$ cat src/rtl/pass_pkg.sv
// Shared constants and helpers for the pass-through arbiter slice.
// Round-robin selection in pass_arbiter is enabled by defining PASS_ARB_RR_EN.
package pass_pkg;

  localparam int PASS_WIDTH    = 8;
  localparam int PASS_NPORT    = 4;
  localparam int PASS_DEPTH    = 4;
  localparam int PASS_MAX_PORT = 16;

  // Ceiling log2; clog2(1) = 0.
  function automatic int clog2(input int value);
    int r;
    r = 0;
    for (int i = 0; i < 31; i++) begin
      if ((1 << i) < value) r = i + 1;
    end
    return r;
  endfunction

  // True when exactly one bit is set. Callers zero-extend to PASS_MAX_PORT.
  function automatic logic is_onehot(input logic [PASS_MAX_PORT-1:0] vec);
    return (vec != '0) && ((vec & (vec - PASS_MAX_PORT'(1))) == '0);
  endfunction

endpackage

$ cat src/rtl/pass_fifo.sv
// Synchronous first-word-fall-through FIFO with occupancy count.
// When empty, o_Data keeps showing the last word that was popped.
module pass_fifo
  import pass_pkg::*;
#(
  parameter int WIDTH = PASS_WIDTH,
  parameter int DEPTH = PASS_DEPTH
) (
  input  logic                   CLK,
  input  logic                   Reset,
  input  logic                   i_Push,
  input  logic [WIDTH-1:0]       i_Push_Data,
  input  logic                   i_Pop,
  output logic                   o_Valid,
  output logic [WIDTH-1:0]       o_Data,
  output logic [clog2(DEPTH):0]  o_Count
);

  localparam int AW = clog2(DEPTH);
  localparam int CW = AW + 1;

  logic [WIDTH-1:0] mem [DEPTH];
  logic [AW-1:0]    wr_ptr;
  logic [AW-1:0]    rd_ptr;
  logic [CW-1:0]    count;
  logic [WIDTH-1:0] last_q;
  logic             pop_ok;
  logic             push_ok;

  assign pop_ok  = i_Pop && (count != '0);
  // A push into a full FIFO is only legal when the head leaves in the same cycle.
  assign push_ok = i_Push && ((count != CW'(DEPTH)) || pop_ok);

  always_ff @(posedge CLK) begin
    if (push_ok) mem[wr_ptr] <= i_Push_Data;
  end

  always_ff @(posedge CLK) begin
    if (Reset) begin
      wr_ptr <= '0;
      rd_ptr <= '0;
      count  <= '0;
      last_q <= '0;
    end else begin
      if (push_ok) wr_ptr <= wr_ptr + AW'(1);
      if (pop_ok) begin
        rd_ptr <= rd_ptr + AW'(1);
        last_q <= mem[rd_ptr];
      end
      case ({push_ok, pop_ok})
        2'b10:   count <= count + CW'(1);
        2'b01:   count <= count - CW'(1);
        default: count <= count;
      endcase
    end
  end

  assign o_Valid = (count != '0);
  assign o_Data  = o_Valid ? mem[rd_ptr] : last_q;
  assign o_Count = count;

endmodule

$ cat src/rtl/pass_arbiter.sv
// Credit-based grant arbiter and collector for a row of pass-through stages.
// PASS_ARB_RR_EN selects round-robin winners; otherwise lowest index wins.
module pass_arbiter
  import pass_pkg::*;
#(
  parameter int WIDTH = PASS_WIDTH,
  parameter int NPORT = PASS_NPORT,
  parameter int DEPTH = PASS_DEPTH
) (
  input  logic                    CLK,
  input  logic                    Reset,
  input  logic [NPORT-1:0]        i_Req,
  output logic [NPORT-1:0]        o_Grant,
  input  logic [NPORT-1:0]        i_Valid,
  input  logic [NPORT*WIDTH-1:0]  i_Data,
  output logic                    o_Valid,
  output logic [WIDTH-1:0]        o_Data,
  input  logic                    i_Ready,
  output logic [clog2(DEPTH):0]   o_Count,
  output logic                    o_Err
);

  localparam int CW = clog2(DEPTH) + 1;
  localparam int PW = clog2(NPORT);

  logic                     pend;
  logic [NPORT-1:0]         grant_q;
  logic                     err_q;
  logic [NPORT-1:0]         win;
  logic [CW:0]              occ;
  logic                     credit;
  logic [PASS_MAX_PORT-1:0] valid_ext;
  logic                     bad;
  logic                     push;
  logic [WIDTH-1:0]         cap_data;

`ifdef PASS_ARB_RR_EN
  logic [PW-1:0] rr_ptr;
  logic [PW-1:0] win_idx;
  logic [PW-1:0] sel;
  int            rr_idx;

  // Scan downward so the smallest offset from rr_ptr is the last one written.
  always_comb begin
    win     = '0;
    win_idx = '0;
    sel     = '0;
    rr_idx  = 0;
    for (int i = NPORT - 1; i >= 0; i--) begin
      rr_idx = int'(rr_ptr) + i;
      if (rr_idx >= NPORT) rr_idx = rr_idx - NPORT;
      sel = PW'(rr_idx);
      if (i_Req[sel]) begin
        win      = '0;
        win[sel] = 1'b1;
        win_idx  = sel;
      end
    end
  end

  always_ff @(posedge CLK) begin
    if (Reset) begin
      rr_ptr <= '0;
    end else if (|o_Grant) begin
      rr_ptr <= (int'(win_idx) == NPORT - 1) ? '0 : win_idx + PW'(1);
    end
  end
`else
  always_comb begin
    win = '0;
    for (int i = NPORT - 1; i >= 0; i--) begin
      if (i_Req[i]) begin
        win    = '0;
        win[i] = 1'b1;
      end
    end
  end
`endif

  // Credit counts words already stored plus the one still in flight;
  // a pop this cycle is deliberately not counted.
  assign occ     = {1'b0, o_Count} + {{CW{1'b0}}, pend};
  assign credit  = occ < (CW + 1)'(DEPTH);
  assign o_Grant = (!Reset && credit) ? win : '0;

  always_comb begin
    valid_ext             = '0;
    valid_ext[NPORT-1:0]  = i_Valid;
  end

  always_comb begin
    cap_data = '0;
    for (int k = 0; k < NPORT; k++) begin
      if (i_Valid[k]) cap_data = cap_data | i_Data[k*WIDTH +: WIDTH];
    end
  end

  // i_Valid only matters in the cycle after a grant; it must echo that grant exactly.
  assign bad  = pend && (!is_onehot(valid_ext) || (i_Valid != grant_q));
  assign push = pend && !bad;

  always_ff @(posedge CLK) begin
    if (Reset) begin
      pend    <= 1'b0;
      grant_q <= '0;
      err_q   <= 1'b0;
    end else begin
      pend    <= |o_Grant;
      grant_q <= o_Grant;
      if (bad) err_q <= 1'b1;
    end
  end

  assign o_Err = err_q;

  // Output handshake: a word leaves when o_Valid and i_Ready are both high at
  // the rising edge; o_Valid/o_Data never depend combinationally on i_Ready.
  pass_fifo #(
    .WIDTH (WIDTH),
    .DEPTH (DEPTH)
  ) u_fifo (
    .CLK         (CLK),
    .Reset       (Reset),
    .i_Push      (push),
    .i_Push_Data (cap_data),
    .i_Pop       (i_Ready),
    .o_Valid     (o_Valid),
    .o_Data      (o_Data),
    .o_Count     (o_Count)
  );

  a_grant_onehot0 : assert property (@(posedge CLK) disable iff (Reset) $onehot0(o_Grant));
  a_no_overrun    : assert property (@(posedge CLK) disable iff (Reset)
                                     (int'(o_Count) + int'(pend)) <= DEPTH);

endmodule

$ cat config.mk
export PLATFORM = sky130hd
export DESIGN_NAME = pass_arbiter
export DESIGN_NICKNAME = d
export VERILOG_FILES = /design/src/rtl/pass_pkg.sv /design/src/rtl/pass_fifo.sv /design/src/rtl/pass_arbiter.sv
export SDC_FILE = /design/constraint.sdc
export NUM_CORES = 1
export LEC_CHECK = 0
export ABC_AREA = 1
export CAP_MARGIN = 20
export CORE_MARGIN = 4
export CORE_UTILIZATION = 45
export CTS_CLUSTER_DIAMETER = 100
export DETAILED_ROUTE_END_ITERATION = 8
export GPL_TIMING_DRIVEN = 0
export PLACE_DENSITY_LB_ADDON = 0.25
export RECOVER_POWER = 50
export SLEW_MARGIN = 20
export SYNTH_ARGS = -nofsm -noshare
export SYNTH_HDL_FRONTEND = slang
export SYNTH_HIERARCHICAL = 1
export SYNTH_SLANG_ARGS = --single-unit
$ cat constraint.sdc
create_clock -name CLK -period 2.7 [get_ports CLK]
set_clock_uncertainty 0.05 [all_clocks]
set_input_delay 0.54 -clock CLK [delete_from_list [all_inputs] [get_ports CLK]]
set_output_delay 0.54 -clock CLK [all_outputs]
set_load 0.1 [all_outputs]
==> After elaboration in Yosys (flattened, before gate mapping) <==
Memory sizes are Yosys's and may differ from the RTL's. A register that Yosys moved wholly into a read port is not among the register bits.
Cells that the tools add are included.
{ "op_classes": {"addsub": 6, "n_eq_ne": 4, "n_mux": 15, "n_reduce_logical": 16, "n_bitwise": 4, "n_lt_le_gt_ge": 1} }
{ "ops": {"columns": ["op", "count"], "rows": [
  ["two-way mux 8 bit", 5],
  ["OR 8 bit", 3],
  ["two-way mux 4 bit", 5],
  ["bitwise AND 4 x 16 -> 16 bit", 1],
  ["zero test 16 bit", 1],
  ["nonzero test 16 bit", 1],
  ["logical AND 1 bit", 6],
  ["one-hot mux 3 bit (2 select lines)", 1],
  ["subtractor 4 x 1 -> 5 bit, second input constant", 1],
  ["adder 2 x 1 -> 2 bit, second input constant", 2],
  ["adder 3 x 1 -> 4 bit", 1],
  ["< comparator 4 x 3 -> 1 bit, second input constant", 1],
  ["two-way mux 2 bit", 2],
  ["inequality test 4 bit", 1],
  ["OR reduction 4 bit", 1],
  ["adder 3 x 1 -> 3 bit, second input constant", 1],
  ["zero test 1 bit", 3],
  ["inequality test 3 bit, second input constant", 1],
  ["nonzero test 3 bit", 1],
  ["subtractor 3 x 1 -> 3 bit, second input constant", 1],
  ["equality test 2 x 1 -> 1 bit, second input constant", 1],
  ["equality test 2 bit, second input constant", 1],
  ["logical OR 1 bit", 2],
  ["two-way mux 1 bit", 2],
  ["nonzero test 2 bit", 1]
]} }
{ "totals": {"word_cells": 54, "inputBits": 43, "reg_bits": 21, "mem_count": 1, "mem_bits_rw": 32} }
{ "mem_list": {"columns": ["name", "words", "width", "rd", "rd_clocked_by_memory_dff", "wr", "line_no", "source"], "rows": [
  ["u_fifo.mem", 4, 8, 1, 1, 1, "pass_fifo.sv:22", "logic [WIDTH-1:0] mem [DEPTH];"]
]} }

==> Logic depth before layout (Yosys ltp) <==
{ "logic_depth": {"depth_word": 12, "ltp_mapped": 15} }

==> Cells and area by module <==
The synthesis kept the hierarchy.
{ "by_module_without_submodules": {"columns": ["module", "cells_per_inst", "area_per_inst_um2", "seq_area_each_um2", "instances"], "rows": [
  ["pass_fifo", 186, 2059.5, 1301.2, 1],
  ["pass_arbiter", 104, 573.0, 120.1, 1]
]} }

==> Worst setup path before layout <==
Ideal clock, no wire load.
{ "synth_timing": {"path_type": "reg2out", "start": "register u_fifo.count[0], in the netlist u_fifo/o_Count[0]", "end": "output o_Grant[3]", "path_stages_with_launch": 4, "arrival_ns": 3.886, "setup_slack_ns": -1.776, "required_time_ns": 2.110, "path_buffers": 0, "path_cell_list": "dfxtp_1 -> nand3_1 -> nand2_1 -> nor4_1"} }
{ "synth_between": {"elab_chain_len": 4} }
{ "synth_lines": {"columns": ["item", "line_no", "source"], "rows": [
  ["start: declaration", "pass_fifo.sv:25", "logic [CW-1:0] count;"],
  ["start signal: assignment", "pass_fifo.sv:51", "2'b10: count <= count + CW'(1);"],
  ["start signal: assignment", "pass_fifo.sv:52", "2'b01: count <= count - CW'(1);"],
  ["start signal: assignment", "pass_fifo.sv:53", "default: count <= count;"],
  ["adder 3 x 1 -> 4 bit", "pass_arbiter.sv:82", "assign occ = {1'b0, o_Count} + {{CW{1'b0}}, pend};"],
  ["< comparator 4 x 3 -> 1 bit", "pass_arbiter.sv:83", "assign credit = occ < (CW + 1)'(DEPTH);"],
  ["logical AND 1 bit", "pass_arbiter.sv:84", "assign o_Grant = (!Reset && credit) ? win : '0;"],
  ["two-way mux 4 bit", "pass_arbiter.sv:84", null],
  ["end: declaration", "pass_arbiter.sv:13", "output logic [NPORT-1:0] o_Grant,"]
]} }
No other way between the ends.

==> Worst setup path after layout <==
{ "layout_timing": {"start": "register u_fifo.count[2], in the netlist u_fifo/o_Count[2]", "end": "output o_Valid"} }
{ "layout_between": {"elab_chain_len": 1} }
{ "layout_lines": {"columns": ["item", "line_no", "source"], "rows": [
  ["nonzero test 3 bit", "pass_fifo.sv:58", "assign o_Valid = (count != '0);"],
  ["end: declaration", "pass_arbiter.sv:16", "output logic o_Valid,"]
]} }
No other way between the ends.

==> results.py <==
metrics = {
    "outcome": {
        "status": "completed",
    },
    "sta": {
        "tightest_slew_ns": 0.9712,
        "finalHoldViolCount": 0,
        "min_period_ns": 2.578,
        "rsz0062_at_grt": "false",
        "period_share": 0.9549,
        "max_slew_margin": 0.3505,
        "setup_viol_count_final": 0,
        "max_freq_mhz": 387.9,
        "whs_ns": 0.4146,
        "tns_ns": 0,
        "slew_viol_final": 0,
    },
    "die": {
        "fp.dieW_um": 84.49,
        "coreArea_mm2": 0.005574,
        "io_pins": 60,
        "fp-row-count": 27,
        "start_util": 0.4723,
        "die-area_mm2": 0.007138,
        "die_h_um": 84.49,
    },
    "run": {
        "maxCapViolations": 0,
    },
    "logic_synthesis": {
        "synth_warnings": 6,
        "syn_inst": 290,
        "syn-num-nets": 338,
        "syn_area_mm2": 0.002633,
        "synthDistinctLibCells": 31,
        "seq_area_frac_synth": 0.5399,
        "ys_ff_latch": 55,
        "syn_avg_cell_area_um2": 9.078,
    },
    "placement": {
        "place.gp.congestion": 0.7515,
        "portBuffers": 59,
        "dp_hpwl_mm": 4.273,
        "place_area_mm2": 0.003436,
    },
    "routing": {
        "dr_total_vias": 2185,
        "routed_wl_mm": 5.578,
        "routed_via_density": 5.093,
        "detail_route.wl_per_cell_um": 13.00,
        "drc": 0,
        "dr.first_iter.drc_count": 70,
        "antenna_left": 0,
        "dr.pass1.iters": 4,
    },
    "global_route": {
        "grt_max_degree": 17,
        "grt_util_met2": 0.2925,
        "grt_pass1_vias": 2140,
        "track_usage": 0.1632,
        "use_met3": 0.04907,
        "busiest_layer": "met2",
        "use_met1": 0.1827,
        "grt_pass1_wl_mm": 9.390,
        "antenna_found_initial": 0,
        "grt_overflow_total": 0,
    },
    "worst_setup_path": {
        "critical_path_arrival_ns": 1.99,
        "crit_path_max_incr_delay_ns": 1.14,
        "required_ns": 2.11,
        "rrSetupSlack_ns": 0.82,
        "r2r_start": "grant_q[1]",
        "cp-end-kind": "output pin",
        "reg2reg_to": "u_fifo/o_Count[2]",
        "r2r_cells": 14,
        "worstSetupPathType": "flip-flop to output pin",
        "crit_slowest_cell": "clkdlybuf4s50_1",
        "worst_setup_path_start_kind": "flip-flop",
        "cp_max_fo": 4,
        "path_cells": "inv_1, nand2_4, clkdlybuf4s50_1",
    },
    "clocking": {
        "cts_root_buffer": "clkbuf_8",
        "postCtsSetupRepairBufs": 0,
        "clockBufferDepth": 2,
        "cts_tree": "built",
        "path_clk_slew_ns": 0.09,
        "cts_made_buffers": 5,
        "clock_sinks": 55,
        "hold_buffers": 0,
        "clock_latency_ns": 0.30,
        "htree_levels": 2,
    },
    "power_and_ir_drop": {
        "switching_share": 0.5340,
        "total_power_mw": 3.751,
        "pwr-share-clk": 0.112,
        "internal_power_mw": 1.748,
        "p_per_area_mw_per_mm2": 1077,
        "ir_worst_vdd_v": 0.001070,
        "leakage_nw": 1.329,
        "seq_power_share": 0.287,
        "p_comb_frac": 0.600,
        "power_switching_mw": 2.003,
    },
    "layout": {
        "final_common_cell": "nand2_1",
        "layout-drive-gt1-share": 0.1569,
        "postLayoutCoreUtil": 0.6251,
        "stdcell_area_mm2": 0.003485,
        "area.growth.synth_to_final_pct": 32.37,
        "n_antenna_cell": 0,
        "nFillCells": 500,
        "final_nets": 404,
        "mostFrequentLayoutCells": "67 x nand2_1, 46 x clkdlybuf4s50_1, 32 x edfxtp_1, 29 x inv_1, 29 x nor2_1",
    },
    "min_path": {
        "hold_path.startpoint": "o_Err",
        "hold_path_depth": 2,
        "min_path_type": "flip-flop to flip-flop",
        "min_to": "o_Err",
    },
}
[state kept, by name (all words and copies together), names as in the netlist, named ones only]
signal	count
grant_q	4
o_Err	1
pend	1
u_fifo/last_q	8
u_fifo/mem	32
u_fifo/o_Count	3
u_fifo/rd_ptr	2
u_fifo/wr_ptr	2
[metrics by stage]
step                      cells  worst slack [ns]
after floorplan             290          0.001773
after global placement      421           -0.6634
after detailed placement    421           -0.6568
after CTS                   429          0.005353
after global routing        429         0.0004201
final                       429            0.1218
[cell usage after synthesis (all sizes together)]
| library cell | instances | share of area |
|---|---|---|
| xor2 | 1 | 0.0033 |
| inv | 31 | 0.044 |
| nand3 | 7 | 0.015 |
| nand4 | 10 | 0.024 |
| nor4 | 2 | 0.0048 |
| dfxtp | 23 | 0.17 |
| and2 | 1 | 0.0024 |
| buf | 9 | 0.033 |
| edfxtp | 32 | 0.37 |
| nor2 | 37 | 0.059 |
| a31oi | 1 | 0.0024 |
| nand2 | 69 | 0.10 |
| ha | 4 | 0.019 |
| clkbuf | 1 | 0.0014 |
| o22a | 8 | 0.027 |
| fa | 1 | 0.0076 |
| nor3 | 2 | 0.0038 |
| o21ai | 36 | 0.078 |
| a21oi | 15 | 0.031 |
[cell families (layout without fill, tap and decap cells)]
group           Yosys count  in the layout  share of synthesized area
compound gates           60             60                     0.1388
xor+xnor                  1              1                   0.003328
fa+ha+maj                 5              5                    0.02662
buf+inv                  41            108                    0.07889
flops                    55             55                     0.5399
simple gates            128            128                     0.2125
[per-layer routing]
metal | vias up | share of wire
met1 | 982 | 0.40
met3 | 14 | 0.081
met2 | 88 | 0.50
met4 | 0 | 0.021
li1 | 1101 | -
met5 | - | 0
[power groups by stage]
stage	clock, mW	sequential (mW)	combinational (mW)
after floorplan	0	1.23	1.71
after CTS	0.430	1.08	2.23
after detailed placement	0	1.10	2.32
after global routing	0.455	1.09	2.39
after global placement	0	1.10	2.29
final	0.420	1.08	2.25
[worst max-delay path by stage]
stage                            startpoint    endpoint
after floorplan                       Reset  o_Grant[0]
after global placement                Reset  o_Grant[3]
after detailed placement              Reset  o_Grant[3]
after CTS                             Reset  o_Grant[1]
after global routing                  Reset  o_Grant[0]
final                     u_fifo/o_Count[2]     o_Valid
[repair_timing]
action | in CTS | in global routing
endpoints found under the hold margin | 0 | 0
setup endpoints to repair | 44 | 30
gates resized for setup | 64 | 13
gates cloned | 0 | 0
[area by class of cell]
class	count	area [um^2]	share of cell area
Sequential cell	55	1433	0.4111
Timing Repair Buffer	59	558.0	0.1601
Multi-Input combinational cell	194	1120	0.3214
Buffer	10	82.58	0.02370
Clock inverter	2	8.758	0.002513
Tap cell	72	90.09	0.02585
Clock buffer	6	72.57	0.02083
Inverter	31	120.1	0.03447
[critical path: cells and delay by family, from the launching register on]
family                 cells  cell delay (ns)
buffers and inverters      2             1.22
AND/OR/NAND/NOR            1             0.11
flip-flops                 1             0.36
Power figures use the tool's default switching activity.
==> edit, RTL diff (same flow settings) <==
Build with the macro `PASS_ARB_RR_EN` defined.
--- a/src/rtl/pass_arbiter.sv
+++ b/src/rtl/pass_arbiter.sv
@@ -1,4 +1,6 @@
 // Credit-based grant arbiter and collector for a row of pass-through stages.
 // PASS_ARB_RR_EN selects round-robin winners; otherwise lowest index wins.
+`define PASS_ARB_RR_EN
+
 module pass_arbiter
   import pass_pkg::*;
Behaviour: not the same (a bounded check fails within 4 cycles, from zero or initial values and one cycle with Reset high).
==> edit against the unedited design <==
  * Fmax down 4.4%
  * Via count up 28%
  * Die area up 16%
  * Design area up 26%
  * Largest cell class is now multi-input combinational cells
  * Sequential cell count up 2
  * Routed wire length up 38%
  * Cell count up 23%
  * Critical path depth up 9
  * Worst setup slack worse by 0.12 ns
  * Synthesized area up 17%
  * Count of clock-buffer cells in the layout up 7
Power is not shown: default switching activity piles up to over one toggle a cycle in this logic, so the estimate is an artifact.
==> edit: results (changes against the unedited design) <==
metric,value,unit,change
DR WL/cell,14.7,um,+13%
comb_multi_in,249,,+28%
#FFs+latches synth,57,,+3.6%
DPL Wire Length,5.04,mm,+18%
FF-to-FF End,rr_ptr[0]$_SDFFE_PP0P_,,
fin crit share,99.9,%,+4.4 points
first-pass GRT wire length,11.8,mm,+25%
input/output buffers,58,,-1.7%
"CTS clk-pin slew, worst paths",0.07,ns,-0.02 ns
M3 GR Usage,6.42,%,+1.5 points
clock buf count,13,,+7
syn_nets,421,,+25%
Non-clk bufs,79,,+14%
worst stage delay on the critical path,0.36,ns,-0.78 ns
register area,1480,um2,+3.1%
WL met1,3.41,mm,+53%
Yosys cell types,36,,+16%
DR WL met3,608,um,+34%
r2r worst-path depth,16,,+2
Synth Area in XOR/XNOR,0.567,%,+0.23 points
H-Tree Depth,3,,+1
"Max FO, Critical Path",8,,+4
"Slowest-stage cell, CP",dfxtp_2,,
synth top area cells,"edfxtp_1 (31%), dfxtp_1 (16%), nand2_1 (8.6%), inv_1 (5.5%), ha_1 (4.5%)",,
placed instance area,3870,um2,+13%
vias in the first global route,2535,,+18%
status,finished clean,,
number of CTS-inserted buffers,9,,+4
Synth Area in Compound Gates,15.1,%,+1.2 points
share of the synthesized area in the top cell type,31.1,%,-5.4 points
clk cell area share,4.20,%,+1.9 points
Routed WL,7.71,mm,+38%
met1 Resource Use GR,23.7,%,+5.4 points
clock insertion delay at the later pin of the skew report,0.33,ns,+0.03 ns
share of post-route cells with drive strength above 1,26.9,%,+11 points
min-delay src,u_fifo/rd_ptr[0]$_SDFFE_PP0P_,,
Worst Hold Depth,1,,-1
fraction of area in multi-input gates,37.2,%,+5.0 points
placed cells,501,,+19%
met2 usage,27.4,%,-1.9 points
Total Routing Usage GR,17.7,%,+1.3 points
DRT iter0 DRCs,131,,+87%
synth cell count leaders,"nand2_1 (71), inv_1 (45), nor2_1 (35), edfxtp_1 (32), o21ai_0 (26)",,
edit: changes by cell type after synthesis, sizes merged, moves of 2 or more:
cell / delta
ha: +7
o21ai: +6
a21oi: +9
nand2: +16
clkbuf: +4
nor4: -2
dfxtp: +2
buf: -2
nand3: +14
inv: +17
edit: worst max-delay path: cells and delay by family, from the launching register on:
family / cells / cell delay [ns]
AOI/OAI and AO/OA: 1 / 0.17
adders and majority gates: 1 / 0.29
buffers and inverters: 6 / 0.57
DFF: 1 / 0.36
and+or+nand+nor: 4 / 0.38
edit: per-stage QoR:
| step | hold slack, ns | utilization [%] |
|---|---|---|
| after floorplan | 0.396 | - |
| after global placement | 0.411 | 59.6 |
| after detailed placement | 0.415 | 59.6 |
| after CTS | 0.424 | 63.8 |
| after global routing | 0.478 | 67.4 |
| final | 0.447 | 67.4 |
edit: repair_timing:
action / CTS / global route
endpoints found under the setup margin: 47 / 46
pin swaps: 2 / 13
resized for setup: 98 / 55
cloned: 0 / 1
buffers inserted: 3 / 6
